<file path="config.mk">
export PLATFORM = sky130hd
export DESIGN_NAME = axil_cmd_master_flat
export DESIGN_NICKNAME = d
export VERILOG_FILES = /design/src/rtl/axil_cmd_master_if.sv /design/src/rtl/axil_cmd_master.sv /design/src/flat_wrapper.sv
export SDC_FILE = /design/constraint.sdc
export NUM_CORES = 1
export LEC_CHECK = 0
export ABC_AREA = 1
export CAP_MARGIN = 20
export CORE_MARGIN = 3
export CORE_UTILIZATION = 45
export CTS_BUF_LIST = sky130_fd_sc_hd__clkbuf_2
export CTS_CLUSTER_SIZE = 24
export DETAILED_ROUTE_END_ITERATION = 6
export PLACE_DENSITY_LB_ADDON = 0.08
export SYNTH_ARGS = -nofsm -noshare
export SYNTH_HDL_FRONTEND = slang
export SYNTH_SLANG_ARGS = --single-unit
</file>
<file path="constraint.sdc">
create_clock -name aclk -period 1.66 [get_ports aclk]
set_input_delay 0.249 -clock aclk [delete_from_list [all_inputs] [get_ports aclk]]
set_output_delay 0.249 -clock aclk [all_outputs]
set_load 0.01 [all_outputs]
</file>
<file path="src/rtl/axil_cmd_master_if.sv">
`default_nettype none
// ============================================================================
// axi4_lite_if - AXI4-Lite bus bundle with master (m) and slave (s) modports.
// Rev 1.0
// ============================================================================
interface axi4_lite_if #(
  parameter int ADDR_W = 32,
  parameter int DATA_W = 32
);
  logic [ADDR_W-1:0]   awaddr;
  logic [2:0]          awprot;
  logic                awvalid;
  logic                awready;
  logic [DATA_W-1:0]   wdata;
  logic [DATA_W/8-1:0] wstrb;
  logic                wvalid;
  logic                wready;
  logic [1:0]          bresp;
  logic                bvalid;
  logic                bready;
  logic [ADDR_W-1:0]   araddr;
  logic [2:0]          arprot;
  logic                arvalid;
  logic                arready;
  logic [DATA_W-1:0]   rdata;
  logic [1:0]          rresp;
  logic                rvalid;
  logic                rready;

  modport m (
    output awaddr, awprot, awvalid, input awready,
    output wdata, wstrb, wvalid, input wready,
    input bresp, bvalid, output bready,
    output araddr, arprot, arvalid, input arready,
    input rdata, rresp, rvalid, output rready
  );

  modport s (
    input awaddr, awprot, awvalid, output awready,
    input wdata, wstrb, wvalid, output wready,
    output bresp, bvalid, input bready,
    input araddr, arprot, arvalid, output arready,
    output rdata, rresp, rvalid, input rready
  );
endinterface
`default_nettype wire

</file>
<file path="src/rtl/axil_cmd_master.sv">
`default_nettype none
// ============================================================================
// axil_cmd_master - single-outstanding AXI4-Lite initiator driven by a
// cmd/rsp handshake. Optional watchdog: AXIL_MST_TIMEOUT_EN. Rev 1.0
// ============================================================================
module axil_cmd_master #(
  parameter int ADDR_W      = 32,
  parameter int DATA_W      = 32,
  parameter int TIMEOUT_CYC = 1024
) (
  input  logic                aclk,
  input  logic                aresetn,
  input  logic [ADDR_W-1:0]   offset,
  input  logic                cmd_valid,
  output logic                cmd_ready,
  input  logic                cmd_write,
  input  logic [ADDR_W-1:0]   cmd_addr,
  input  logic [DATA_W-1:0]   cmd_wdata,
  input  logic [DATA_W/8-1:0] cmd_wstrb,
  output logic                rsp_valid,
  input  logic                rsp_ready,
  output logic [DATA_W-1:0]   rsp_rdata,
  output logic [1:0]          rsp_resp,
  output logic                rsp_timeout,
  axi4_lite_if.m              axi
);

  typedef enum logic [2:0] {
    IDLE = 3'd0,
    WR   = 3'd1,
    WR_B = 3'd2,
    RD_A = 3'd3,
    RD_R = 3'd4,
    RSP  = 3'd5
  } state_t;

  state_t            state;
  logic [ADDR_W-1:0] tgt_addr;
  logic              busy;
  logic              step_done;
  logic              timeout_hit;
  logic              abort;

  assign tgt_addr    = cmd_addr + offset;
  assign axi.awprot  = 3'b000;
  assign axi.arprot  = 3'b000;
  assign busy        = state inside {WR, WR_B, RD_A, RD_R};
  assign abort       = timeout_hit && busy && !step_done;

  always_comb begin
    step_done = 1'b0;
    case (state)
      WR:      step_done = (!axi.awvalid || axi.awready) && (!axi.wvalid || axi.wready);
      WR_B:    step_done = axi.bvalid;
      RD_A:    step_done = axi.arready;
      RD_R:    step_done = axi.rvalid;
      default: step_done = 1'b0;
    endcase
  end

`ifdef AXIL_MST_TIMEOUT_EN
  localparam int               CNT_W    = $clog2(TIMEOUT_CYC + 1);
  localparam logic [CNT_W-1:0] CNT_LAST = CNT_W'(TIMEOUT_CYC - 1);

  logic [CNT_W-1:0] wd_cnt;

  assign timeout_hit = (wd_cnt == CNT_LAST);

  always_ff @(posedge aclk or negedge aresetn) begin
    if (!aresetn)
      wd_cnt <= '0;
    else if (state == IDLE)
      wd_cnt <= '0;
    else if (busy)
      wd_cnt <= wd_cnt + CNT_W'(1);
  end
`else
  assign timeout_hit = 1'b0;
  assign rsp_timeout = 1'b0;
`endif

  always_ff @(posedge aclk or negedge aresetn) begin
    if (!aresetn) begin
      state       <= IDLE;
      cmd_ready   <= 1'b1;
      rsp_valid   <= 1'b0;
      rsp_rdata   <= '0;
      rsp_resp    <= 2'b00;
      axi.awvalid <= 1'b0;
      axi.wvalid  <= 1'b0;
      axi.arvalid <= 1'b0;
      axi.bready  <= 1'b0;
      axi.rready  <= 1'b0;
      axi.awaddr  <= '0;
      axi.araddr  <= '0;
      axi.wdata   <= '0;
      axi.wstrb   <= '0;
`ifdef AXIL_MST_TIMEOUT_EN
      rsp_timeout <= 1'b0;
`endif
    end else if (abort) begin
      // Watchdog expiry: withdraw every handshake and answer with SLVERR.
      axi.awvalid <= 1'b0;
      axi.wvalid  <= 1'b0;
      axi.arvalid <= 1'b0;
      axi.bready  <= 1'b0;
      axi.rready  <= 1'b0;
      rsp_valid   <= 1'b1;
      rsp_resp    <= 2'b10;
      rsp_rdata   <= '0;
`ifdef AXIL_MST_TIMEOUT_EN
      rsp_timeout <= 1'b1;
`endif
      state       <= RSP;
    end else begin
      case (state)
        IDLE: begin
          if (cmd_valid && cmd_ready) begin
            cmd_ready <= 1'b0;
            if (cmd_write) begin
              axi.awaddr  <= tgt_addr;
              axi.wdata   <= cmd_wdata;
              axi.wstrb   <= cmd_wstrb;
              axi.awvalid <= 1'b1;
              axi.wvalid  <= 1'b1;
              state       <= WR;
            end else begin
              axi.araddr  <= tgt_addr;
              axi.arvalid <= 1'b1;
              state       <= RD_A;
            end
          end
        end
        WR: begin
          // AW and W complete independently, in any order.
          if (axi.awready) axi.awvalid <= 1'b0;
          if (axi.wready)  axi.wvalid  <= 1'b0;
          if (step_done) begin
            axi.bready <= 1'b1;
            state      <= WR_B;
          end
        end
        WR_B: begin
          if (axi.bvalid) begin
            axi.bready <= 1'b0;
            rsp_resp   <= axi.bresp;
            rsp_rdata  <= '0;
            rsp_valid  <= 1'b1;
            state      <= RSP;
          end
        end
        RD_A: begin
          if (axi.arready) begin
            axi.arvalid <= 1'b0;
            axi.rready  <= 1'b1;
            state       <= RD_R;
          end
        end
        RD_R: begin
          if (axi.rvalid) begin
            axi.rready <= 1'b0;
            rsp_rdata  <= axi.rdata;
            rsp_resp   <= axi.rresp;
            rsp_valid  <= 1'b1;
            state      <= RSP;
          end
        end
        RSP: begin
          if (rsp_ready) begin
            rsp_valid   <= 1'b0;
            cmd_ready   <= 1'b1;
`ifdef AXIL_MST_TIMEOUT_EN
            rsp_timeout <= 1'b0;
`endif
            state       <= IDLE;
          end
        end
        default: state <= IDLE;
      endcase
    end
  end

endmodule
`default_nettype wire

</file>
<file path="src/flat_wrapper.sv">
// flat-port wrapper written by rule: the top's interface ports become plain ports
module axil_cmd_master_flat 
#(
  parameter int ADDR_W      = 32,
  parameter int DATA_W      = 32,
  parameter int TIMEOUT_CYC = 1024
)
  (aclk, aresetn, offset, cmd_valid, cmd_ready, cmd_write, cmd_addr, cmd_wdata, cmd_wstrb, rsp_valid, rsp_ready, rsp_rdata, rsp_resp, rsp_timeout, axi_awaddr, axi_awprot, axi_awvalid, axi_awready, axi_wdata, axi_wstrb, axi_wvalid, axi_wready, axi_bresp, axi_bvalid, axi_bready, axi_araddr, axi_arprot, axi_arvalid, axi_arready, axi_rdata, axi_rresp, axi_rvalid, axi_rready);
  axi4_lite_if #(.ADDR_W(ADDR_W), .DATA_W(DATA_W)) axi_i ();
  input  logic aclk;
  input  logic aresetn;
  input  logic [ADDR_W-1:0] offset;
  input  logic cmd_valid;
  output logic cmd_ready;
  input  logic cmd_write;
  input  logic [ADDR_W-1:0] cmd_addr;
  input  logic [DATA_W-1:0] cmd_wdata;
  input  logic [DATA_W/8-1:0] cmd_wstrb;
  output logic rsp_valid;
  input  logic rsp_ready;
  output logic [DATA_W-1:0] rsp_rdata;
  output logic [1:0] rsp_resp;
  output logic rsp_timeout;
  output wire logic [$bits(axi_i.awaddr)-1:0] axi_awaddr;
  output wire logic [$bits(axi_i.awprot)-1:0] axi_awprot;
  output wire logic [$bits(axi_i.awvalid)-1:0] axi_awvalid;
  input wire logic [$bits(axi_i.awready)-1:0] axi_awready;
  output wire logic [$bits(axi_i.wdata)-1:0] axi_wdata;
  output wire logic [$bits(axi_i.wstrb)-1:0] axi_wstrb;
  output wire logic [$bits(axi_i.wvalid)-1:0] axi_wvalid;
  input wire logic [$bits(axi_i.wready)-1:0] axi_wready;
  input wire logic [$bits(axi_i.bresp)-1:0] axi_bresp;
  input wire logic [$bits(axi_i.bvalid)-1:0] axi_bvalid;
  output wire logic [$bits(axi_i.bready)-1:0] axi_bready;
  output wire logic [$bits(axi_i.araddr)-1:0] axi_araddr;
  output wire logic [$bits(axi_i.arprot)-1:0] axi_arprot;
  output wire logic [$bits(axi_i.arvalid)-1:0] axi_arvalid;
  input wire logic [$bits(axi_i.arready)-1:0] axi_arready;
  input wire logic [$bits(axi_i.rdata)-1:0] axi_rdata;
  input wire logic [$bits(axi_i.rresp)-1:0] axi_rresp;
  input wire logic [$bits(axi_i.rvalid)-1:0] axi_rvalid;
  output wire logic [$bits(axi_i.rready)-1:0] axi_rready;
  assign axi_awaddr = axi_i.awaddr;
  assign axi_awprot = axi_i.awprot;
  assign axi_awvalid = axi_i.awvalid;
  assign axi_i.awready = axi_awready;
  assign axi_wdata = axi_i.wdata;
  assign axi_wstrb = axi_i.wstrb;
  assign axi_wvalid = axi_i.wvalid;
  assign axi_i.wready = axi_wready;
  assign axi_i.bresp = axi_bresp;
  assign axi_i.bvalid = axi_bvalid;
  assign axi_bready = axi_i.bready;
  assign axi_araddr = axi_i.araddr;
  assign axi_arprot = axi_i.arprot;
  assign axi_arvalid = axi_i.arvalid;
  assign axi_i.arready = axi_arready;
  assign axi_i.rdata = axi_rdata;
  assign axi_i.rresp = axi_rresp;
  assign axi_i.rvalid = axi_rvalid;
  assign axi_rready = axi_i.rready;
  axil_cmd_master #(.ADDR_W(ADDR_W), .DATA_W(DATA_W), .TIMEOUT_CYC(TIMEOUT_CYC)) u_core (.aclk(aclk), .aresetn(aresetn), .offset(offset), .cmd_valid(cmd_valid), .cmd_ready(cmd_ready), .cmd_write(cmd_write), .cmd_addr(cmd_addr), .cmd_wdata(cmd_wdata), .cmd_wstrb(cmd_wstrb), .rsp_valid(rsp_valid), .rsp_ready(rsp_ready), .rsp_rdata(rsp_rdata), .rsp_resp(rsp_resp), .rsp_timeout(rsp_timeout), .axi(axi_i));
endmodule
</file>
Word-level counts from Yosys, hierarchy flattened
Cells that the tools add are included.

word-level totals
  bits in registers = 144
  input bits = 146
  bits in latches = 0
  word-level logic and storage cells = 94
  memory bits (read-only) = 0
  memories = 0
  memory bits (writable) = 0

cells by class
  $add $sub $neg = 1
  shifts and indexed selects = 0
  bitwise logic cells = 1
  multiplexer cells = 38
  div/mod/pow operators = 0
  order comparisons = 0
  equality and inequality tests = 15
  reductions and logical operators = 25
  multiply operators = 0

operators by type and width
  cell                  number
  $mux W32              2
  $pmux W32 S2          1
  $add A32 B32 Y32      1
  $mux W3               6
  $pmux W3 S6           1
  $reduce_and A3 Y1     6
  $mux W1               16
  $ne A2 B2 Y1 const B  8
  $reduce_and A4 Y1     4
  $pmux W1 S2           6
  $reduce_bool A2 Y1    6
  $eq A3 B2 Y1 const B  2
  $eq A3 B3 Y1 const B  2
  $mux W2               3
  $reduce_and A6 Y1     1
  $ne A2 B1 Y1 const B  2
  $pmux W1 S4           1
  $pmux W2 S2           1
  $eq A3 B1 Y1 const B  1
  $logic_not A3 Y1      1
  $pmux W1 S3           1
  $reduce_bool A3 Y1    1
  $logic_and A1 B1 Y1   2
  $logic_not A1 Y1      2
  2 further kinds       3

Longest topological paths before layout
  depth after elaboration = 6
  mapped depth = 14
  depth with buffers taken out = 14

Worst setup path after synthesis
OpenSTA, ideal clock, no wires.

  path kind = input-to-reg
  start point = in offset[0]
  end point = reg u_core.axi.araddr[28]
  data arrival time = 1.592 ns
  slack = -0.049 ns
  cell stages on the path = 10
  cells stage by stage = ha_1 fa_1 nand3_1 nand3_1 nand3_1 nand3_1 nand2_1 nand3_1 nand3_1 nand2_1

on the way
  longest elaborated chain between the ends = 1

RTL lines
  item                    RTL line                  RTL
  start: declaration      flat_wrapper.sv:12        input logic [ADDR_W-1:0] offset;
  $add A32 B32 Y32        axil_cmd_master.sv:44     assign tgt_addr = cmd_addr + offset;
  end signal: assignment  axil_cmd_master.sv:128    axi.araddr <= tgt_addr;
  end: declaration        axil_cmd_master_if.sv:34  output araddr, arprot, arvalid, input arready,

No other way between the ends.
A chain may end at the register's enable or synchronous reset.

Final worst setup path
  start point = reg u_core.state[1]
  end point = reg u_core.axi.araddr[10]

on the way
  longest elaborated chain between the ends = 2

RTL lines
  item                                RTL line                RTL
  start: declaration                  axil_cmd_master.sv:37   state_t state;
  start signal: assignment            axil_cmd_master.sv:84   state <= IDLE;
  start signal: assignment            axil_cmd_master.sv:114  state <= RSP;
  start signal: assignment            axil_cmd_master.sv:126  state <= WR;
  $logic_not A3 Y1                    axil_cmd_master.sv:116  case (state)
  $reduce_and A3 Y1 (no source line)  n/a

No other way between the ends.

==> results.txt <==
Status -> finished with violations
Failing checks -> negative setup slack
Grt total ovfl -> 0
Synth area leader -> dfrtp_1
YS warnings -> 0
Setup TNS Final -> -0.173 ns
Total power -> 16.8 mW
Final wirelength -> 27.0 mm
Largest cells by area after synthesis -> dfrtp_1, nand2_1, inv_1
Area growth, synth to finish -> 58.4%
Per-instance average area after synthesis -> 7.53 sq um
DR vias/cell -> 4.81
Area share of and/or/nand/nor cells after synthesis -> 30.1%
Post-synth top flop -> dfrtp_1
Overall Global Routing Usage -> 26.9%
Number of flops mapped to enable cells by yosys -> 0
Clock slew seen by the registers of the worst setup and hold paths -> 0.24 ns
Sequential share of the synthesized area -> 45.7%
RSZ-0062 raised after global routing -> true
Internal power -> 9.96 mW
TritonCTS clock tree -> built
Pins Over Slew Limit -> 0
Die Area -> 19200 sq um
Final setup fails -> 17
Part of the power in the clock network -> 12.2%
Worst hold slack -> 0.0814 ns
Initial antenna violation count -> 1
Total core area -> 16900 sq um
Post-Syn Area -> 7890 sq um
Post-synthesis async set-or-reset flop share -> 100%
Synth Area in XOR/XNOR -> 1.67%
H-Tree Depth -> 4
Critical Path Start Type -> flop
Clock latency on the worst-skew pair -> 0.75 ns
Max Cap Violations -> 0
First-pass GRT wire length -> 41.9 mm
Combinational group share of total power -> 52.2%
Largest net degree at the start of global routing -> 55
Fraction of layout cells with a size suffix above 1 -> 26.6%
Initial core utilization -> 46.7%
Synth top cells by count -> nand2_1, dfrtp_1, inv_1
Via Count -> 8496
Die H -> 138 um
Critical Path Sink Type -> flop
Post-route ant nets -> 0
Critical path class -> flop to flop
Fmax -> 593 MHz
Seq pwr share -> 35.6%
Io pins -> 294
Post-Syn Instances -> 1047
Crit path DAT -> 2.34 ns
Adder-Cell Fraction of Synth Area -> 5.17%
Port Buffers -> 286
Mux share of post-synthesis cell area -> 0%
PD cells -> 1340 nW/um^2
Clock Sinks -> 144
Cell with the most instances after synthesis -> nand2_1
Row Count -> 47
NetSw -> 6.79 mW
Compound-Gate Fraction of Synth Area -> 8.19%
HPWL after DPL -> 19.0 mm
Iteration count of the initial detailed-routing pass -> 5
CTS root buffer -> clkbuf_2
Top cell type's share of synthesized area -> 45.4%
CTS Buffer Depth -> 2
Fillers -> 1391
Worst vdd ir -> 0.000850 V
DIE WIDTH -> 138 um
Post-route minimum period -> 1.69 ns
Vias in the first global route -> 8134
Avg WL per Cell -> 15.3 um
RD Place Congestion -> 0.930
Drt first-iter violations -> 416
Final #Nets -> 1709
Hold Path Class -> primary input to flop
Net Sw Frac -> 40.6%
Final worst setup slack -> -0.0254 ns
Yosys reg bits -> 144
Worst EP required -> 2.32 ns
DRC -> 0
Period utilisation layout -> 102%
CP Max Fanout -> 8
P_leak -> 7.01 nW
Largest family of logic cells by synthesized area -> simple AND/OR/NAND/NOR gates
TritonCTS Buffers -> 17
Synth unique cells -> 35
Layout Skew -> 0.0250 ns
Fin. Hold Viols -> 0
==> timing repair <==
item,CTS,global route
resized for setup,566,83
pin swaps,0,19
setup endpoints to repair,141,135
hold buffers,38,0
buffers inserted,40,27
hold endpoints to repair,180,0
cloned,0,6
==> worst paths after layout <==
check	cells past startpoint	to	slack, ns	startpoint
max in group asynchronous	4	u_core.axi.rready	0.55	aresetn
worst min register to register	2	u_core.axi.wdata[30]	0.51	u_core.axi.wdata[30]
worst max-delay path	11	u_core.axi.araddr[10]	-0.03	u_core.state[1]
worst min-delay path	2	u_core.axi.awvalid	0.08	axi_awready
worst max register to register	11	u_core.axi.araddr[10]	-0.03	u_core.state[1]
min in group asynchronous	3	u_core.rsp_rdata[9]	0.49	aresetn
==> power groups by stage <==
| stage | Sequential, mW | Clock [mW] | Combinational [mW] |
|---|---|---|---|
| after floorplan | 6.64 | 0 | 2.89 |
| after global placement | 5.96 | 0 | 8.35 |
| after detailed placement | 5.97 | 0 | 8.46 |
| after CTS | 5.82 | 2.10 | 7.72 |
| after global routing | 6.13 | 2.25 | 9.56 |
| final | 5.96 | 2.04 | 8.75 |
==> critical path, cell delays in order, from the launching register on <==
cell and delay, ns:
dfrtp_1 0.45, nor2_2 0.12, inv_2 0.06, nor2_4 0.10, inv_2 0.07, nor2_4 0.13
inv_2 0.06, nor2_4 0.15, clkinv_4 0.16, clkbuf_16 0.22, nand2_2 0.05, o21ai_1 0.06
==> cell usage in the layout (no fill, tap or decap), types with 10 or more instances in the layout <==
cell and instances:
clkdlybuf4s50_1 144, a22o_1 32, xnor2_1 10, nand2_2 29, dlygate4sd3_1 38, buf_12 10
inv_1 126, o21ai_0 19, nand2_1 410, clkbuf_2 17, ha_1 31, nand2_4 10
nor2_1 50, buf_4 151, buf_2 131, dfrtp_1 143, a21oi_1 21, nand3_1 65
buf_6 13
==> cell families (layout without fill, tap and decap cells) <==
family,Yosys count,after routing
adders and majority gates,32,32
xor gates and xnor gates,15,15
other,1,9
AOI/OAI and AO/OA,98,98
and+or+nand+nor,589,589
DFF,144,144
buffers and inverters,168,659
==> layout make-up <==
class	count	area, sq um	area share, %
Clock inverter	15	151	1.21
Clock buffer	17	85.1	0.681
Inverter	135	519	4.16
Tap cell	220	275	2.20
Multi-Input combinational cell	741	3770	30.2
Timing Repair Buffer	492	4080	32.7
Sequential cell	144	3600	28.9
Antenna cell	2	5.00	0.0401
==> metal layers <==
| layer | GRT usage [%] | wire (um) | vias to the layer above |
|---|---|---|---|
| met3 | 6.35 | 1900 | 39 |
| met4 | 8.16 | 572 | 0 |
| met1 | 34.4 | 11300 | 3925 |
| met5 | 0 | 0 | - |
| met2 | 45.5 | 13200 | 290 |
| li1 | - | - | 4242 |
==> flip-flops by register name (all words and copies together) (netlist names) <==
| signal | count |
|---|---|
| u_core.rsp_rdata | 32 |
| u_core.axi.awaddr | 32 |
| u_core.axi.arvalid | 1 |
| u_core.state | 3 |
| u_core.axi.araddr | 32 |
| u_core.axi.wdata | 32 |
| u_core.axi.wstrb | 4 |
| u_core.axi.wvalid | 1 |
| u_core.rsp_resp | 2 |
| u_core.cmd_ready | 1 |
| u_core.axi.awvalid | 1 |
| u_core.axi.rready | 1 |
| u_core.axi.bready | 1 |
| u_core.rsp_valid | 1 |
==> metrics by stage <==
stage	setup WS [ns]	util, %	std cells	instance area, sq um
after floorplan	0.0145	-	1053	7910
after global placement	-0.572	69.1	1621	11700
after detailed placement	-0.623	69.1	1621	11700
after CTS	-0.0624	70.4	1731	11900
after global routing	-0.152	74.0	1766	12500
final	-0.0254	74.0	1766	12500
Note: power is estimated with default switching activity, not from simulation.
